===== config.mk =====
export PLATFORM = sky130hd
export DESIGN_NAME = vram_port_arbiter
export DESIGN_NICKNAME = d
export VERILOG_FILES = /design/src/rtl/vram_arb_pkg.sv /design/src/rtl/sync_fifo_fwft.sv /design/src/rtl/vram_port_arbiter.sv
export SDC_FILE = /design/constraint.sdc
export NUM_CORES = 1
export LEC_CHECK = 0
export CAP_MARGIN = 20
export CORE_MARGIN = 4
export CORE_UTILIZATION = 55
export CTS_BUF_LIST = sky130_fd_sc_hd__clkbuf_4 sky130_fd_sc_hd__clkbuf_8
export DETAILED_ROUTE_END_ITERATION = 8
export DONT_BUFFER_PORTS = 1
export PLACE_DENSITY = 0.8
export SKIP_CTS_REPAIR_TIMING = 1
export SLEW_MARGIN = 15
export SYNTH_ARGS = -nofsm -noshare
export SYNTH_HDL_FRONTEND = slang
export SYNTH_HIERARCHICAL = 1
export SYNTH_SLANG_ARGS = --single-unit

===== constraint.sdc =====
create_clock -name dclk -period 5.16 [get_ports dclk]
set_clock_uncertainty 0.1 [all_clocks]
set_input_delay 0.516 -clock dclk [delete_from_list [all_inputs] [get_ports dclk]]
set_output_delay 0.516 -clock dclk [all_outputs]
set_load 0.02 [all_outputs]

===== src/rtl/vram_arb_pkg.sv =====
// ---------------------------------------------------------------------------
// vram_arb_pkg
// Shared definitions for the VRAM port arbiter slice.
//   arb_state_t : arbiter FSM encoding (S_RD = read-preferred, S_WR = drain)
//   PLANE_R/G/B : bit positions of the per-plane write enables {r,g,b}
//   entry_w()   : width of one buffered write entry {addr, data, we}
// ---------------------------------------------------------------------------
package vram_arb_pkg;

   typedef enum logic {
      S_RD = 1'b0,
      S_WR = 1'b1
   } arb_state_t;

   localparam int PLANE_R = 2;
   localparam int PLANE_G = 1;
   localparam int PLANE_B = 0;

   // A buffered write carries the full address, one data byte and the
   // three plane enables.
   function automatic int entry_w(input int addr_w);
      return addr_w + 8 + 3;
   endfunction

endpackage


===== src/rtl/sync_fifo_fwft.sv =====
// ---------------------------------------------------------------------------
// sync_fifo_fwft
// Single-clock first-word-fall-through FIFO with an occupancy count.
// The head entry is visible on dout whenever empty is low; pop consumes it.
// A push while full is accepted only if a pop happens in the same cycle,
// otherwise it is ignored (the caller accounts for the drop).
// Ports:
//   clk, rst_n   : clock, asynchronous active-low reset
//   push, din    : write request and entry
//   pop          : consume head entry (only meaningful when not empty)
//   dout         : head entry
//   count        : current occupancy, 0..DEPTH
//   empty, full  : occupancy flags
// ---------------------------------------------------------------------------
module sync_fifo_fwft #(
   parameter int WIDTH = 8,
   parameter int DEPTH = 8,
   localparam int AW = $clog2(DEPTH),
   localparam int CW = AW + 1
)(
   input  logic             clk,
   input  logic             rst_n,
   input  logic             push,
   input  logic [WIDTH-1:0] din,
   input  logic             pop,
   output logic [WIDTH-1:0] dout,
   output logic [CW-1:0]    count,
   output logic             empty,
   output logic             full
);

   logic [WIDTH-1:0] mem [DEPTH];
   logic [AW-1:0]    wr_ptr;
   logic [AW-1:0]    rd_ptr;
   logic             do_push;
   logic             do_pop;

   assign empty   = (count == '0);
   assign full    = (count == CW'(DEPTH));
   assign do_pop  = pop && !empty;
   assign do_push = push && (!full || do_pop);
   assign dout    = mem[rd_ptr];

   // Storage array has no reset: only slots between rd_ptr and wr_ptr are
   // ever observed, and those are always written before being read.
   always_ff @(posedge clk) begin
      if (do_push) begin
         mem[wr_ptr] <= din;
      end
   end

   // Pointers wrap naturally because DEPTH is a power of two; the count
   // moves only when exactly one of push/pop takes effect.
   always_ff @(posedge clk or negedge rst_n) begin
      if (!rst_n) begin
         wr_ptr <= '0;
         rd_ptr <= '0;
         count  <= '0;
      end else begin
         if (do_push) begin
            wr_ptr <= wr_ptr + AW'(1);
         end
         if (do_pop) begin
            rd_ptr <= rd_ptr + AW'(1);
         end
         case ({do_push, do_pop})
            2'b10:   count <= count + CW'(1);
            2'b01:   count <= count - CW'(1);
            default: count <= count;
         endcase
      end
   end

endmodule


===== src/rtl/vram_port_arbiter.sv =====
// ---------------------------------------------------------------------------
// vram_port_arbiter
// Shares the single VRAM port (three byte planes, common address) between
// the non-stallable cnv8to24 write stream and a display read requester.
// Writes are buffered in a FWFT FIFO; reads are preferred unless the FIFO
// crosses its high watermark (drain mode) or reads have starved pending
// writes for MAX_RD_BURST consecutive grants.
// Optional build macro: VRAM_ARB_STATS_EN enables drop_cnt / stall_cnt;
// without it both counters read as zero (fifo_ovf is always present).
// Ports:
//   dclk, rst_n                  : clock, asynchronous active-low reset
//   wr_addr, wr_data, wr_we      : write stream; any wr_we bit = push
//   rd_req, rd_addr              : read request, held until rd_gnt
//   rd_gnt                       : combinational read accept
//   rd_valid, rd_data            : read pixel {r,g,b}, 2 cycles after grant
//   vram_addr, vram_din, vram_we : registered VRAM port
//   vram_dout_r/g/b              : VRAM read data, 1-cycle BRAM latency
//   fifo_ovf                     : sticky dropped-write flag
//   drop_cnt, stall_cnt          : saturating statistics counters
// ---------------------------------------------------------------------------
module vram_port_arbiter
   import vram_arb_pkg::*;
#(
   parameter int ADDR_W       = 24,
   parameter int FIFO_DEPTH   = 8,
   parameter int HI_WM        = 6,
   parameter int LO_WM        = 2,
   parameter int MAX_RD_BURST = 4
)(
   input  logic              dclk,
   input  logic              rst_n,
   input  logic [ADDR_W-1:0] wr_addr,
   input  logic [7:0]        wr_data,
   input  logic [2:0]        wr_we,
   input  logic              rd_req,
   input  logic [ADDR_W-1:0] rd_addr,
   output logic              rd_gnt,
   output logic              rd_valid,
   output logic [23:0]       rd_data,
   output logic [ADDR_W-1:0] vram_addr,
   output logic [7:0]        vram_din,
   output logic [2:0]        vram_we,
   input  logic [7:0]        vram_dout_r,
   input  logic [7:0]        vram_dout_g,
   input  logic [7:0]        vram_dout_b,
   output logic              fifo_ovf,
   output logic [15:0]       drop_cnt,
   output logic [15:0]       stall_cnt
);

   localparam int EW = entry_w(ADDR_W);
   localparam int CW = $clog2(FIFO_DEPTH) + 1;
   localparam int BW = $clog2(MAX_RD_BURST + 1);
   localparam logic [CW-1:0] HI_C  = CW'(HI_WM);
   localparam logic [CW-1:0] LO_C  = CW'(LO_WM);
   localparam logic [BW-1:0] MAX_B = BW'(MAX_RD_BURST);

   arb_state_t        state;
   logic [BW-1:0]     burst;
   logic [EW-1:0]     fifo_dout;
   logic [CW-1:0]     fifo_count;
   logic [CW-1:0]     next_count;
   logic              fifo_empty;
   logic              fifo_full;
   logic              push_req;
   logic              push_ok;
   logic              drop;
   logic              gnt;
   logic              pop;
   logic              rd_pipe;

   assign push_req = |wr_we;
   assign drop     = push_req && fifo_full && !pop;
   assign push_ok  = push_req && !drop;
   assign rd_gnt   = gnt;

   sync_fifo_fwft #(
      .WIDTH (EW),
      .DEPTH (FIFO_DEPTH)
   ) u_fifo (
      .clk   (dclk),
      .rst_n (rst_n),
      .push  (push_req),
      .din   ({wr_addr, wr_data, wr_we}),
      .pop   (pop),
      .dout  (fifo_dout),
      .count (fifo_count),
      .empty (fifo_empty),
      .full  (fifo_full)
   );

   // Per-cycle access decision. In S_RD a read wins while the burst budget
   // lasts; once it is spent a pending write goes first, and with nothing
   // pending the read is granted anyway. In S_WR only writes are issued.
   always_comb begin
      gnt = 1'b0;
      pop = 1'b0;
      case (state)
         S_RD: begin
            if (rd_req && (burst < MAX_B)) begin
               gnt = 1'b1;
            end else if (!fifo_empty) begin
               pop = 1'b1;
            end else begin
               gnt = rd_req;
            end
         end
         S_WR: begin
            pop = !fifo_empty;
         end
         default: begin
            gnt = 1'b0;
            pop = 1'b0;
         end
      endcase
   end

   // Occupancy after this cycle's push/pop; watermark decisions use it so
   // the FSM reacts in the same cycle the threshold is crossed.
   always_comb begin
      next_count = fifo_count;
      if (push_ok && !pop) begin
         next_count = fifo_count + CW'(1);
      end else if (pop && !push_ok) begin
         next_count = fifo_count - CW'(1);
      end
   end

   // Arbiter FSM and read-burst counter. The burst counter only tracks
   // starvation, so it restarts whenever a write is served or nothing is
   // waiting.
   always_ff @(posedge dclk or negedge rst_n) begin
      if (!rst_n) begin
         state <= S_RD;
         burst <= '0;
      end else begin
         case (state)
            S_RD:    if (next_count >= HI_C) state <= S_WR;
            S_WR:    if (next_count <= LO_C) state <= S_RD;
            default: state <= S_RD;
         endcase
         if (pop || fifo_empty) begin
            burst <= '0;
         end else if (gnt && (burst < MAX_B)) begin
            burst <= burst + BW'(1);
         end
      end
   end

   // VRAM port register stage plus the read-return pipeline. A read leaves
   // vram_din untouched; an idle cycle only deasserts the enables. The
   // two-stage valid pipe lines up with the BRAM output register, and
   // reset empties it so a read in flight never returns.
   always_ff @(posedge dclk or negedge rst_n) begin
      if (!rst_n) begin
         vram_addr <= '0;
         vram_din  <= '0;
         vram_we   <= '0;
         rd_pipe   <= 1'b0;
         rd_valid  <= 1'b0;
      end else begin
         if (gnt) begin
            vram_addr <= rd_addr;
            vram_we   <= '0;
         end else if (pop) begin
            vram_addr <= fifo_dout[EW-1 -: ADDR_W];
            vram_din  <= fifo_dout[10:3];
            vram_we   <= fifo_dout[2:0];
         end else begin
            vram_we   <= '0;
         end
         rd_pipe  <= gnt;
         rd_valid <= rd_pipe;
      end
   end

   // The pixel comes straight from the BRAM output registers; it is forced
   // to zero outside valid cycles so the bus is quiet during and after reset.
   assign rd_data = rd_valid ? {vram_dout_r, vram_dout_g, vram_dout_b} : 24'h0;

   // Sticky overflow flag: set on any dropped push, cleared only by reset.
   always_ff @(posedge dclk or negedge rst_n) begin
      if (!rst_n) begin
         fifo_ovf <= 1'b0;
      end else if (drop) begin
         fifo_ovf <= 1'b1;
      end
   end

`ifdef VRAM_ARB_STATS_EN
   // Saturating statistics: dropped pushes and cycles a pending read waited.
   always_ff @(posedge dclk or negedge rst_n) begin
      if (!rst_n) begin
         drop_cnt  <= '0;
         stall_cnt <= '0;
      end else begin
         if (drop && (drop_cnt != 16'hFFFF)) begin
            drop_cnt <= drop_cnt + 16'd1;
         end
         if (rd_req && !gnt && (stall_cnt != 16'hFFFF)) begin
            stall_cnt <= stall_cnt + 16'd1;
         end
      end
   end
`else
   assign drop_cnt  = 16'h0;
   assign stall_cnt = 16'h0;
`endif

endmodule


# After elaboration in Yosys (flattened, before gate mapping)
# Memories as Yosys holds them, arrays and structs flattened.
# Index checks and enable logic that the tools add are counted.
# totals
register_bits	52
ram_bits	280
input_bits	86
output_inout_bits	94
wordCells	68
n_memories	1
# op_classes
n_addsub	5
order_cmp	3
eq_ne	3
muxes	21
bitwise_logic	2
reduce_logical	22
# mem_list
memory	words	width	read_ports	rd_clocked_by_memory_dff	wr	line	text
u_fifo.mem	8	35	1	0	1	sync_fifo_fwft.sv:32	logic [WIDTH-1:0] mem [DEPTH];
# op_table
operator	count
24-bit 2-to-1 mux	3
3-bit 2-to-1 mux	4
3-bit by 1-bit adder with 3-bit output (second input constant)	3
1-bit logical AND	9
1-bit 2-to-1 mux	9
4-bit 2-to-1 mux	2
4-bit case mux with 2 select lines	1
2-bit nonzero test	3
1-bit zero test	5
4-bit by 1-bit adder with 4-bit output (second input constant)	1
4-bit == test (second input constant)	1
4-bit by 3-bit greater-or-equal comparator with 1-bit output (second input constant)	1
4-bit by 2-bit less-or-equal comparator with 1-bit output (second input constant)	1
4-bit zero test	1
1-bit case mux with 2 select lines	2
4-bit by 1-bit subtractor with 4-bit output (second input constant)	1
3-bit < comparator (second input constant)	1
3-bit OR reduction	1
2-bit by 1-bit == test with 1-bit output (second input constant)	1
2-bit == test (second input constant)	1
1-bit logical OR	2
1-bit inverter	2
2-bit AND reduction	1

# Longest topological paths before layout
# Gate-level depths: netlist of the first run.
# depth
word_depth	15
ltp_mapped	13
depth_no_buf	11

# Modules after synthesis
# Netlist of the first run, hierarchy kept.
# modules_own_cells
mod	instances	cells_each	area_each_um2	seq_area_each_um2
sync_fifo_fwft	1	476	11453.5	8658.3
vram_port_arbiter	1	217	2394.8	1051.0

# Worst setup path after synthesis of the first run
# OpenSTA, ideal clock, no wires.
# synth_timing
path_kind	reg-to-reg
from	reg u_fifo.count[0]
to	mem u_fifo/mem[0][0] (netlist name) (enable)
arrival_ps	4406
t_required_ps	4589
slack_ps	184
path_stages_with_launch	10
path_cell_list	dfrtp_1 > or3_1 > buf_4 > nor2_1 > clkbuf_1 > nor2_2 > nand2b_1 > o21a_1 > nand2b_1 > nor3_1
# synth_via
elab_chain_len	9
word_cells_on_any_way	12
# synth_lines
item	line	text
start, declared	sync_fifo_fwft.sv:27	output logic [CW-1:0] count,
start signal, assigned	sync_fifo_fwft.sv:67	2'b10: count <= count + CW'(1);
start signal, assigned	sync_fifo_fwft.sv:68	2'b01: count <= count - CW'(1);
start signal, assigned	sync_fifo_fwft.sv:69	default: count <= count;
4-bit zero test *	sync_fifo_fwft.sv:38	assign empty = (count == '0);
named net fifo_empty	vram_port_arbiter.sv:63	logic fifo_empty;
1-bit 2-to-1 mux	vram_port_arbiter.sv:102	end else if (!fifo_empty) begin
1-bit 2-to-1 mux	vram_port_arbiter.sv:100	if (rd_req && (burst < MAX_B)) begin
1-bit case mux with 2 select lines *	vram_port_arbiter.sv:98	case (state)
named net pop	vram_port_arbiter.sv:69	logic pop;
1-bit logical AND *	sync_fifo_fwft.sv:40	assign do_pop = pop && !empty;
1-bit logical OR *	sync_fifo_fwft.sv:41	assign do_push = push && (!full || do_pop);
1-bit logical AND *	sync_fifo_fwft.sv:41	
1-bit 2-to-1 mux *	sync_fifo_fwft.sv:47	if (do_push) begin
1-bit 2-to-1 mux (not written as such) *	sync_fifo_fwft.sv:48	mem[wr_ptr] <= din;
end, declared	sync_fifo_fwft.sv:32	
# The timed path passes the listed nets; every way through them passes the cells marked *.

# Final worst setup path of the first run
# layout_timing
from	reg u_fifo.count[1]
to	out rd_gnt
# layout_via
elab_chain_len	4
# layout_lines
item	line	text
4-bit zero test	sync_fifo_fwft.sv:38	
named net fifo_empty	vram_port_arbiter.sv:63	
1-bit 2-to-1 mux	vram_port_arbiter.sv:102	
1-bit 2-to-1 mux	vram_port_arbiter.sv:100	
1-bit 2-to-1 mux	vram_port_arbiter.sv:98	
end, declared	vram_port_arbiter.sv:37	output logic rd_gnt,
# The timed path passes the listed nets, and every way through them passes these cells.

==> results of run 1 <==
-- registers in the layout, indices dropped and copies added (netlist names) --
register	count
u_fifo/mem	280
vram_addr	24
vram_din	8
u_fifo/count	4
burst	3
u_fifo/rd_ptr	3
u_fifo/wr_ptr	3
vram_we	3
fifo_ovf	1
rd_pipe	1
rd_valid	1
state	1
-- cell type report --
class / count / area, sq um / share of cell area
tap: 324 / 405 / 0.0255
clock inverter: 21 / 200 / 0.0126
clock buffer: 75 / 907 / 0.0570
antenna: 1 / 2.50 / 0.000157
multi-input combinational: 312 / 3800 / 0.239
sequential: 332 / 9720 / 0.611
inverter: 11 / 41.3 / 0.00260
timing repair buffer: 76 / 836 / 0.0525
-- logic make-up after synthesis --
| group | count (synthesis) | share of synthesized area |
|---|---|---|
| DFF | 332 | 0.701 |
| muxes | 118 | 0.172 |
| and+or+nand+nor | 103 | 0.0457 |
| buffers and inverters | 80 | 0.0379 |
| AOI/OAI and AO/OA | 45 | 0.0315 |
| adders and majority gates | 8 | 0.00777 |
| xor gates and xnor gates | 6 | 0.00379 |
| other | 1 | 0.000271 |
-- metrics by stage --
| stage | std cells | area (sq um) |
|---|---|---|
| 4_1_cts | 1086 | 15200 |
| 6_report | 1152 | 15900 |
| 3_3_place_gp | 989 | 14000 |
| 2_1_floorplan | 724 | 14000 |
| 3_5_place_dp | 990 | 14100 |
| 5_1_grt | 1152 | 15900 |
-- per-layer routing --
layer | share of wire | global-route usage | up-vias
met5 | 0.00046 | 0 | -
met4 | 0.020 | 0.0587 | 2
met3 | 0.080 | 0.0566 | 49
met2 | 0.53 | 0.331 | 382
met1 | 0.37 | 0.232 | 3491
li1 | - | - | 3004
-- power by group --
part	switching, uW	leakage (uW)	internal [uW]
clock	964	0.000586	1330
combinational	1290	0.00193	1400
sequential	731	0.00318	3720
total	2980	0.00570	6450
-- synth_stat cells, types with 2 or more instances --
cell type	number	area [sq um]
edfxtp_1	280	8410
mux4_1	70	1840
dfrtp_1	52	1300
mux2_2	45	507
buf_4	33	248
and2_1	25	156
nor3b_1	25	188
a221o_1	24	240
clkbuf_1	21	78.8
nor2_1	12	45.0
inv_1	10	37.5
nand2_1	10	37.5
buf_6	9	101
ha_1	7	87.6
nor3_1	6	30.0
nand2b_1	5	31.3
and3_2	4	30.0
xnor2_1	4	35.0
and3_1	3	18.8
buf_2	3	15.0
or3_1	3	18.8
a21oi_1	2	10.0
buf_1	2	7.51
mux2i_1	2	20.0
nand3_1	2	10.0
o211ai_1	2	15.0
o21ai_0	2	10.0
or2_2	2	12.5
xor2_1	2	17.5
-- critical path, stage by stage, from the launching register on --
cell	delay [ns]
dfrtp_1	0.48
or3_1	0.59
nor2_2	0.16
buf_4	0.37
clkinv_1	0.48
a21oi_4	0.23
buf_4	0.52
-- worst max path at each step --
stage and endpoint:
3_3_place_gp u_fifo/mem[2][21]$_DFFE_PP_, 6_report rd_gnt, 5_1_grt rd_gnt, 4_1_cts rd_gnt, 2_1_floorplan u_fifo/mem[0][0]$_DFFE_PP_, 3_5_place_dp u_fifo/mem[3][9]$_DFFE_PP_
==> impl_metrics.tcl, run 1 <==
set metrics [dict create \
    status "finished, final reports clean" \
    cts_buffers 52 \
    p_leak_uw 0.00570 \
    remaining_drc_errors 0 \
    worstMarginPinSlew_ns 1.03 \
    dieArea_sq_um 27800 \
    worstRegToRegCells 10 \
    routabilityCongestion 0.798 \
    r2r_end "u_fifo/mem[3][9]$_DFFE_PP_" \
    power_uw 9440 \
    clk_pin_slew_ns 0.06 \
    fp-row-count 57 \
    first_iter_violations 669 \
    synth_edf_count 280 \
    finish.utilization 0.648 \
    min-delay-start "rd_addr[9]" \
    final-hold-violation-count 0 \
    layout_setup_ws_ns 1.13 \
    powerDensity_nw_per_um2 593 \
    reg2reg_from "u_fifo/count[1]$_DFFE_PN0P_" \
    antenna_found_initial 2 \
    synth-seq-cells 332 \
    via_count 6928 \
    io_pins 180 \
    nNetsFinal 879 \
    synthArstFlopShare 0.157 \
    min_to "vram_addr[9]$_DFFE_PN0P_" \
    tns_ns 0 \
    drive_gt1_frac 0.215 \
    gr-usage-all-layers 0.190 \
    holdPathStages 1 \
    hold_class "input port to register" \
    startpoint "u_fifo/count[1]$_DFFE_PN0P_" \
    whs_ns 0.0475 \
    ant_nets 0 \
    synth_cells 693 \
    worstSetupStartpointType "register" \
    grt_pass1_vias 6980 \
    cts_root_buffer "clkbuf_8" \
    fin_crit_ns 4.03 \
    fmax_mhz 248 \
    die_w_um 167 \
    wirelength_um 28300 \
    fill_cells 1513 \
    period_share 0.782 \
    start_util 0.564 \
    final_common_cell "edfxtp_1" \
    r2r_setup_slack_ns 1.28 \
    hpwl_um 16600 \
    mostFrequentLayoutCells "edfxtp_1, mux4_1, dlygate4sd3_1" \
    synth_flop_cell "edfxtp_1" \
    syn_area_sq_um 13800 \
    clockBufferDepth 3 \
    portBuffers 0 \
    finalSetupViolCount 0 \
    grt_overflow 0 \
    htree_levels 2 \
    worstSetupPathType "register to output port" \
    end_kind "output port" \
    ys_seq_area_frac 0.701 \
    clock_latency_ns 0.57 \
    slew_violations 0 \
    area_growth_pct 14.9 \
    max_cap_viol_count 0 \
    grt_max_degree 55 \
    ys_types 55 \
    peakVddDrop_uv 320 \
    rsz0062_at_grt "no" \
    syn_avg_cell_area_sq_um 20.0 \
    crit_required_ns 4.54 \
    critPathMaxFanout 50 \
    grt_pass1_wl_um 40900 \
    cts_tree "done" \
    dp_slack_ns 1.34 \
    firstDrtPassIters 5 \
    arrival_ns 3.42 \
    clkSinkCount 332 \
    fp.coreArea_sq_um 24500 \
    yosysWarningCount 6 \
    slew_headroom 0.316 \
    routed_via_density 6.01 \
    routedWlPerCell_um 24.6 \
    die_y_um 167 \
]
No activity file was read; power rests on OpenSTA's default activity.
==> run 2, diff against run 1 <==
PLACE_DENSITY = 0.77   (was 0.8)
clock period = 3.9 ns   (was 5.16 ns; I/O delays follow)
==> run 2 against run 1 <==
Effect of this change: power grew 29%; sequential power rose by 31%; first-iteration DRC count shrank 13%; critical path type unchanged; routed wire length about the same; global-route usage grew 0.62 points.
==> impl_metrics.tcl, run 2 (synthesis gave the netlist of run 1 again) <==
set metrics [dict create \
    regArea_sq_um 9720 \
    end_kind "output port" \
    drive_gt1_frac 0.207 \
    fin_crit_ns 3.65 \
    reg2reg_from "u_fifo/count[0]$_DFFE_PN0P_" \
    place_area_sq_um 14200 \
    start_util 0.564 \
    grt_pass1_wl_um 42000 \
    top_register "u_fifo/mem" \
    largest_reg_flops 280 \
    routed_via_density 6.01 \
    final-hold-violation-count 0 \
    grt_max_degree 56 \
    hold_class "input port to register" \
    arrival_ns 3.16 \
    die_w_um 167 \
    largest_registers "u_fifo/mem (280), vram_addr (24), vram_din (8)" \
    antenna_found_initial 7 \
    htree_levels 2 \
    clockBufferDepth 3 \
    slew_violations 0 \
    clk_pin_slew_ns 0.06 \
    clock_latency_ns 0.56 \
    crit_required_ns 3.41 \
    cts_root_buffer "clkbuf_8" \
    startpoint "u_fifo/count[1]$_DFFE_PN0P_" \
    io_pins 180 \
    r2r_end "u_fifo/mem[2][13]$_DFFE_PP_" \
    fmax_mhz 274 \
    peakVddDrop_uv 394 \
    slew_headroom 0.260 \
    dieArea_sq_um 27800 \
    die_y_um 167 \
    via_count 6954 \
    worstMarginPinSlew_ns 1.11 \
    fp.coreArea_sq_um 24500 \
    nNetsFinal 883 \
    r2r_setup_slack_ns 0.55 \
    clkSinkCount 332 \
    multiInputGateArea_sq_um 3810 \
    cts_tree "done" \
    grt_overflow 0 \
    cts_buffers 51 \
    wirelength_um 28300 \
    area_growth_pct 14.2 \
    fp-row-count 57 \
    final_area_sq_um 15800 \
    remaining_drc_errors 0 \
    grt_pass1_vias 6971 \
    finish.utilization 0.644 \
    final_common_cell "edfxtp_1" \
    routedWlPerCell_um 24.5 \
    layout_setup_ws_ns 0.245 \
    p_leak_uw 0.00565 \
    instances_no_fill 1158 \
    hpwl_um 17100 \
    portBuffers 0 \
    gr-usage-all-layers 0.196 \
    dp_slack_ns 0.612 \
    worstSetupStartpointType "register" \
    worstRegToRegCells 9 \
    critPathMaxFanout 50 \
    finalSetupViolCount 0 \
    ant_nets 0 \
    fill_cells 1573 \
    powerDensity_nw_per_um2 770 \
    firstDrtPassIters 5 \
    period_share 0.937 \
    dp.cells 999 \
    first_iter_violations 583 \
    rsz0062_at_grt "no" \
    max_cap_viol_count 0 \
    mostFrequentLayoutCells "edfxtp_1, mux4_1, dlygate4sd3_1" \
    worstSetupEndpoint "rd_gnt" \
    status "finished, final reports clean" \
    worstSetupPathType "register to output port" \
    routabilityCongestion 0.797 \
]
## run 2: cell types whose count changed in the layout (fill, tap and decap cells not counted), sizes merged
cell / previous run / this run
dlygate4sd3: 59 / 60
bufinv: 4 / 1
clkinv: 16 / 20
clkbuf: 75 / 70
buf: 17 / 21
diode: 1 / 6
## run 2: layout make-up
type,instances,area share
Timing Repair Buffer,81,0.0524
Inverter,11,0.00261
Sequential cell,332,0.614
Clock buffer,70,0.0550
Multi-Input combinational cell,312,0.241
Clock inverter,22,0.00783
Antenna cell,6,0.000950
Tap cell,324,0.0256
## run 2: layer usage
layer	share of wire	vias to the layer above	track usage	wire length, um
met5	0.00025	-	0	7
met4	0.025	2	0.0637	697
li1	-	3003	-	-
met3	0.074	58	0.0529	2110
met1	0.38	3550	0.246	10600
met2	0.53	341	0.337	14900
## run 2: how the worst min path moves through the flow
| stage | start | to | cells past startpoint |
|---|---|---|---|
| 2_1_floorplan | rst_n | burst[0]$_DFFE_PN0P_ | 0 |
| 3_3_place_gp | rst_n | vram_we[0]$_DFF_PN0_ | 0 |
| 3_5_place_dp | rst_n | vram_we[1]$_DFF_PN0_ | 0 |
| 4_1_cts | rst_n | vram_addr[0]$_DFFE_PN0P_ | 0 |
| 5_1_grt | wr_we[2] | fifo_ovf$_DFFE_PN0P_ | 3 |
| 6_report | wr_we[2] | fifo_ovf$_DFFE_PN0P_ | 3 |
## run 2: critical path, stage by stage (launching register included)
cell and delay, ns:
dfrtp_1 0.47, or3_1 0.59, nor2_2 0.19, buf_4 0.35, clkinv_1 0.45, a21oi_4 0.27
buf_12 0.26
## run 2: where the power goes
group | internal, uW | leakage [uW] | switching (uW)
combinational | 1840 | 0.00194 | 1760
clock | 1510 | 0.000522 | 1260
sequential | 4920 | 0.00318 | 891
## run 2: per-stage QoR
stage / power [uW] / hold slack (ns) / TNS (ns)
after floorplan: 8360 / -0.00559 / -23.13
after global placement: 9180 / -0.00282 / 0
final: 12200 / 0.0832 / 0
after global routing: 12800 / 0.0640 / 0
after detailed placement: 9370 / -0.00266 / 0
after CTS: 12200 / -0.610 / 0
==> run 3, diff against run 2 <==
clock period = 3.85 ns   (was 3.9 ns; I/O delays follow)
==> run 3 against run 2 <==
Effect of this change: non-clock buffer count grew 1; core utilization grew 0.092 points; clock power fell by 2%; first-iteration DRC count is 27% lower; register-to-register slack about the same; sequential share of layout area down 0.087 points; final area rose by 0.14%.
==> impl_metrics.tcl, run 3 (synthesis gave the netlist of run 1 again) <==
set metrics [dict create \
    hpwl_um 16900 \
    ant_nets 0 \
    cts_tree "done" \
    pwr-share-seq 0.476 \
    fp-row-count 57 \
    portBuffers 0 \
    max_cap_viol_count 0 \
    routed_via_density 5.96 \
    io_pins 180 \
    routedWlPerCell_um 24.3 \
    area_growth_pct 14.3 \
    fp.coreArea_sq_um 24500 \
    p_leak_uw 0.00566 \
    worstSetupPathType "register to output port" \
    grt_overflow 0 \
    largest_reg_flops 280 \
    crit_buf_inv 3 \
    largest_registers "u_fifo/mem (280), vram_addr (24), vram_din (8)" \
    routabilityCongestion 0.813 \
    final-hold-violation-count 0 \
    power_uw 12300 \
    worstMarginPinSlew_ns 1.12 \
    mostFrequentLayoutCells "edfxtp_1, mux4_1, dlygate4sd3_1" \
    clkPwrFrac 0.222 \
    final_area_sq_um 15800 \
    via_count 6925 \
    die_y_um 167 \
    switching_share 0.320 \
    remaining_drc_errors 0 \
    nNetsFinal 883 \
    slew_violations 0 \
    slowest_stage "or3_1" \
    hold_class "input port to register" \
    clkSinkCount 332 \
    place_area_sq_um 14200 \
    grt_max_degree 53 \
    final_common_cell "edfxtp_1" \
    clockBufferDepth 3 \
    period_share 0.950 \
    critPathMaxFanout 51 \
    slowest_delay_ns 0.58 \
    cts_buffers 50 \
    die_w_um 167 \
    slew_headroom 0.256 \
    crit_path_cell_trace "or3_1, nor2_2, buf_4, clkinv_1, a21oi_4, buf_12" \
    status "finished, final reports clean" \
    clk_pin_slew_ns 0.06 \
    drive_gt1_frac 0.214 \
    antenna_found_initial 6 \
    dieArea_sq_um 27800 \
    start_util 0.564 \
    finalSetupViolCount 0 \
    grt_pass1_vias 7106 \
    end_kind "output port" \
    dp.cells 999 \
    htree_levels 2 \
    p_comb_frac 0.302 \
    first_iter_violations 427 \
    crit_required_ns 3.37 \
    tns_ns 0 \
    fmax_mhz 274 \
    powerDensity_nw_per_um2 776 \
    grt_pass1_wl_um 41600 \
    instances_no_fill 1161 \
    crit_family "buffers and inverters" \
    cts_root_buffer "clkbuf_8" \
    p_int_uw 8350 \
    top_register "u_fifo/mem" \
    peakVddDrop_uv 369 \
    worstSetupStartpointType "register" \
    clock_latency_ns 0.54 \
    fin_crit_ns 3.66 \
    wirelength_um 28300 \
    arrival_ns 3.17 \
    firstDrtPassIters 4 \
    gr-usage-all-layers 0.194 \
    switchingPower_uw 3930 \
]
run 3: cell count changes in the layout (fill, tap and decap cells not counted), sizes merged:
cell	change
clkbuf	+3
clkinv	-3
buf	+1
bufinv	-1
diode	+2
clkinvlp	+1
run 3: cell type report:
type,count,area (sq um)
Fill cell,1577,8700
Sequential cell,332,9720
Timing Repair Buffer,82,861
Antenna cell,8,20.0
Multi-Input combinational cell,312,3810
Tap cell,324,405
Clock inverter,19,92.6
Inverter,11,41.3
Clock buffer,73,886
run 3: path summary, 6_finish.rpt:
| path | from | endpoint | slack [ns] | cells after the start |
|---|---|---|---|---|
| max in group asynchronous | rst_n | vram_addr[3]$_DFFE_PN0P_ | 3.05 | 2 |
| max reg2reg | u_fifo/count[1]$_DFFE_PN0P_ | vram_addr[19]$_DFFE_PN0P_ | 0.56 | 8 |
| min | wr_we[2] | fifo_ovf$_DFFE_PN0P_ | 0.03 | 3 |
| min in group asynchronous | rst_n | vram_din[0]$_DFFE_PN0P_ | 0.31 | 2 |
| max | u_fifo/count[1]$_DFFE_PN0P_ | rd_gnt | 0.19 | 6 |
| min reg2reg | rd_pipe$_DFF_PN0_ | rd_valid$_DFF_PN0_ | 0.25 | 0 |
run 3: layer usage:
metal / routed length, um / track usage
met1: 10800 / 0.239
met2: 15000 / 0.339
met3: 1610 / 0.0455
met4: 790 / 0.0672
met5: 0 / 0
run 3: power groups by stage:
stage	Combinational (uW)	Sequential, uW	Clock (uW)
floorplan	2920	5550	0
global placement	3400	5900	0
detailed placement	3510	5980	0
CTS	3540	5920	2790
global route	3980	5940	2970
finish	3710	5850	2720
run 3: per-stage QoR:
| step | worst slack, ns | hold WS, ns | util |
|---|---|---|---|
| 6_report | 0.194 | 0.0311 | 0.645 |
| 5_1_grt | -0.0249 | 0.0221 | 0.645 |
| 4_1_cts | 0.179 | -0.604 | 0.618 |
| 3_5_place_dp | 0.634 | -0.00836 | 0.578 |
| 3_3_place_gp | 0.754 | -0.00817 | 0.578 |
| 2_1_floorplan | -0.189 | -0.0106 | - |
run 3: worst register-to-register path: stages (launching register included):
cell and delay [ns]:
dfrtp_1 0.46, or3_1 0.59, nor2_2 0.19, buf_4 0.36, clkinv_1 0.46, a21oi_4 0.28
buf_12 0.27, nor3b_1 0.16, a221o_1 0.30
